## src/rtl/instr_fetch_unit.sv

```systemverilog
// rtl/instr_fetch_unit.sv - MIPS IF stage: PC, imem req/ready fetch, one-entry output buffer, redirects.
module instr_fetch_unit #(
  parameter int          WIDTH    = 32,
  parameter int          ADDR_W   = 10,
  parameter int unsigned RESET_PC = 0
) (
  input  logic              clk,
  input  logic              reset,
  input  logic              stall,
  input  logic              branch_taken,
  input  logic [ADDR_W-1:0] branch_target,
  output logic              imem_req,
  output logic [ADDR_W-1:0] imem_addr,
  input  logic [WIDTH-1:0]  imem_rdata,
  input  logic              imem_ready,
  output logic [WIDTH-1:0]  instr_out,
  output logic [ADDR_W-1:0] addr_out,
  output logic              valid_out
);

  typedef enum logic [1:0] {ST_RUN, ST_WAIT, ST_DRAIN} state_t;

  state_t            state, state_n;
  logic [ADDR_W-1:0] pc, pc_n, pc_inc;
  logic [ADDR_W-1:0] redirect_pc, redirect_pc_n;
  logic [WIDTH-1:0]  instr_n;
  logic [ADDR_W-1:0] addr_n;
  logic              valid_n;
  logic              req_int;
  logic              consume;

  assign consume   = valid_out & ~stall;
  assign pc_inc    = pc + ADDR_W'(1);
  assign imem_addr = pc;
  // The request is masked during reset so memory never sees a half-formed fetch.
  assign imem_req  = reset & req_int;

  always_comb begin
    state_n       = state;
    pc_n          = pc;
    redirect_pc_n = redirect_pc;
    instr_n       = instr_out;
    addr_n        = addr_out;
    valid_n       = valid_out;
    req_int       = 1'b0;

    case (state)
      ST_RUN: begin
        req_int = (~valid_out | consume) & ~branch_taken;
        if (branch_taken) begin
          pc_n    = branch_target;
          valid_n = 1'b0;
        end else if (req_int && imem_ready) begin
          instr_n = imem_rdata;
          addr_n  = pc_inc;
          valid_n = 1'b1;
          pc_n    = pc_inc;
        end else if (req_int) begin
          state_n = ST_WAIT;
          valid_n = 1'b0;
        end else if (consume) begin
          valid_n = 1'b0;
        end
      end

      ST_WAIT: begin
        req_int = 1'b1;
        if (imem_ready && branch_taken) begin
          pc_n    = branch_target;
          state_n = ST_RUN;
        end else if (imem_ready) begin
          instr_n = imem_rdata;
          addr_n  = pc_inc;
          valid_n = 1'b1;
          pc_n    = pc_inc;
          state_n = ST_RUN;
        end else if (branch_taken) begin
          redirect_pc_n = branch_target;
          state_n       = ST_DRAIN;
        end
      end

      ST_DRAIN: begin
        // The stale request must complete before the redirect can be issued.
        req_int = 1'b1;
        if (branch_taken) redirect_pc_n = branch_target;
        if (imem_ready) begin
          pc_n    = branch_taken ? branch_target : redirect_pc;
          state_n = ST_RUN;
        end
      end

      default: begin
        state_n = ST_RUN;
        valid_n = 1'b0;
      end
    endcase
  end

  always_ff @(posedge clk or negedge reset) begin
    if (!reset) begin
      state       <= ST_RUN;
      pc          <= ADDR_W'(RESET_PC);
      redirect_pc <= '0;
      instr_out   <= '0;
      addr_out    <= '0;
      valid_out   <= 1'b0;
    end else begin
      state       <= state_n;
      pc          <= pc_n;
      redirect_pc <= redirect_pc_n;
      instr_out   <= instr_n;
      addr_out    <= addr_n;
      valid_out   <= valid_n;
    end
  end

endmodule

```

## config.mk

```make
export PLATFORM = sky130hd
export DESIGN_NAME = instr_fetch_unit
export DESIGN_NICKNAME = d
export VERILOG_FILES = /design/src/rtl/instr_fetch_unit.sv
export SDC_FILE = /design/constraint.sdc
export NUM_CORES = 1
export LEC_CHECK = 0
export ABC_AREA = 1
export BUFFER_PORTS_ARGS = -buffer_cell sky130_fd_sc_hd__buf_2
export CAP_MARGIN = 15
export CORE_UTILIZATION = 45
export DETAILED_ROUTE_END_ITERATION = 7
export GPL_TIMING_DRIVEN = 0
export PLACE_DENSITY = 0.8
export SKIP_CTS_REPAIR_TIMING = 1
export SLEW_MARGIN = 15
export SYNTH_ARGS = -nofsm -noshare
export SYNTH_HDL_FRONTEND = slang
export SYNTH_SLANG_ARGS = --single-unit
```

## constraint.sdc

```tcl
create_clock -name clk -period 1.9 [get_ports clk]
set_clock_uncertainty 0.05 [all_clocks]
set_input_delay 0.19 -clock clk [delete_from_list [all_inputs] [get_ports clk]]
set_output_delay 0.19 -clock clk [all_outputs]
set_load 0.1 [all_outputs]
```

==> results.cfg <==
[synth]
synthArstFlopShare_pct = 100
synth-edff-count = 0
synth_xor_xnor_area_share_pct = 1.02
synthAdderAreaFrac_pct = 2.27
synth_top_area_share_pct = 49.3
avgSynthCellArea_um2 = 7.61
syn_inst = 434
yosysMostFrequentCell = nand2_1
yosys.area.top_type = dfrtp_1
syn_nets = 487
synthMuxAreaShare_pct = 0
synth_top_family_by_area = simple AND/OR/NAND/NOR gates
synth_area_mm2 = 0.00330
synth_common_cells = nand2_1 (192), dfrtp_1 (65), o21ai_0 (34)
synth_cell_types = 27
yosys_warnings = 0
synthTopCellsByArea = dfrtp_1 (49%), nand2_1 (22%), o21ai_0 (5.2%), a21oi_1 (3.8%), inv_1 (3.3%)
ys_seq_area_share_pct = 49.3
ys_ff_latch = 65
synth-compound-area-share_pct = 11.8
synthFlopType = dfrtp_1
yosys.area_share.simple_pct = 28.3

[drt]
firstDrtPassIters = 4
vias = 3287
finalWirelength_um = 8420
drc = 0
via_per_inst = 4.94
drtIter0Drc = 188
ant_nets = 0
wl_per_cell_um = 12.6

[clocking]
cts_max_level = 3
cts_made_buffers = 9
clkTransAtPathRegs_ns = 0.07
cts_tree = yes
insertion_delay_ns = 0.34
clockBufferDepth = 2
cts_root_buf = clkbuf_8
cts.sinks = 65

[flow_run]
cap_violations = 0

[placement]
portBuffers = 100
hpwlAfterDp_um = 6210
place_congestion = 0.853

[finish]
layout-drive-gt1-share_pct = 27.7
final_nets = 618
num_antenna_cells = 0
area_growth_syn_to_layout_pct = 34.6

[sta]
drv_slew = 0
period_share_pct = 96.4
whs_ns = -0.00739
worst_pin_slew_ns = 0.514
fmax_mhz = 546
min_period_ns = 1.83
finalSetupViolCount = 0
max_slew_margin_pct = 66.0
finalHoldViolations = 4
rsz0062_at_grt = yes

[grt]
grt_pass1_vias = 2970
track_usage_pct = 22.9
grt_pass1_wl_um = 13500
grt_antenna_before_repair = 0
grt_max_degree = 53
grt_overflow = 0

[critical_path]
crit_fanout = 4
end_kind = output port
r2r.worst_path.cells = 7
required_ns = 1.66
start_kind = flip-flop
r2r_slack_ns = 0.15
rr_startpoint = state[0]$_DFFE_PN0P_
arrival_ns = 1.59
r2r-end = imem_addr[2]$_DFFE_PN0P_
crit_type = flip-flop to output port

[hold_path]
hold_depth = 3
hp-class = input pin to flip-flop
hold_path_end = instr_out[1]$_DFFE_PN0P_
hp-start = imem_rdata[1]

[run_status]
status = finished with violations
violations = hold timing

[die]
rows = 30
io_pins = 101
chipWidth_um = 87.7
die_h_um = 87.7
start_util_pct = 47.5
die_area_mm2 = 0.00768
core-area_mm2 = 0.00694
[metal layers]
layer  track usage (%)  share of wire (%)  up-vias
met5                 0                  0        -
met2              38.2                 48       95
met1              29.3                 45     1544
li1                  -                  -     1640
met3              6.03                5.5        8
met4              6.71                1.1        0
[cell type report]
class                   instances  area, um2
repair buffers                120        731
plain buffers                  20        129
clock inverters                 6       90.1
fillers                       630       2500
flip-flops and latches         65       1640
inverters                      31        116
clock buffers                  10        138
well taps                      96        120
multi-input cells             318       1480
[logic make-up after synthesis]
| kind of cell | after synthesis |
|---|---|
| AOI/OAI and AO/OA | 75 |
| xor gates and xnor gates | 3 |
| adders and majority gates | 6 |
| buffers and inverters | 51 |
| DFF | 65 |
| and+or+nand+nor | 234 |
[stage by stage]
step                      setup WS, ns  util (%)  instances  cell area, um2  setup TNS (ns)
after floorplan                -0.0414         -        434            3360         -0.0414
after global placement          -0.430      57.3        630            3980          -0.430
after detailed placement        0.0788      57.7        631            4010               0
after CTS                       -0.264      61.0        647            4240          -0.264
after global routing          -0.00413      64.0        666            4440        -0.00413
final                           0.0683      64.0        666            4440               0
[worst max-delay path by stage]
stage	to	slack, ns	cells past startpoint	startpoint
2_1_floorplan	imem_req	-0.04	3	valid_out$_DFFE_PN0P_
3_3_place_gp	imem_req	-0.43	3	reset
3_5_place_dp	redirect_pc[9]$_DFFE_PN0P_	0.08	7	state[1]$_DFFE_PN0P_
4_1_cts	imem_req	-0.26	5	state[1]$_DFFE_PN0P_
5_1_grt	imem_req	-0.004	5	state[0]$_DFFE_PN0P_
6_report	imem_req	0.07	5	state[0]$_DFFE_PN0P_
[critical path: stages (launching register included)]
cell     delay, ns
dfrtp_1       0.40
inv_2         0.08
ha_4          0.30
a31oi_4       0.04
nor3b_4       0.22
buf_12        0.20
[state kept, by name, summed over array words and instances, names as in the netlist]
| signal | flops |
|---|---|
| addr_out | 10 |
| imem_addr | 10 |
| instr_out | 32 |
| redirect_pc | 10 |
| state | 2 |
| valid_out | 1 |
[cells in the final DEF (no fill, tap or decap), drive strengths merged]
| cell type | netlist | final |
|---|---|---|
| clkinv | 0 | 2 |
| nand2 | 193 | 193 |
| clkbuf | 4 | 15 |
| nand4 | 2 | 2 |
| nand3 | 20 | 20 |
| nor2 | 18 | 18 |
| ha | 6 | 6 |
| o21ai | 44 | 44 |
| buf | 16 | 118 |
| o211ai | 1 | 1 |
| a31oi | 3 | 3 |
| nor3b | 1 | 1 |
| dlygate4sd3 | 0 | 17 |
| xor2 | 3 | 3 |
| inv | 31 | 32 |
| clkinvlp | 0 | 1 |
| dfrtp | 65 | 65 |
| a41oi | 1 | 1 |
| a21oi | 25 | 25 |
| o221ai | 1 | 1 |
| bufinv | 0 | 2 |
Power is not shown: default switching activity piles up to over one toggle a cycle in this logic, so the estimate is an artifact.
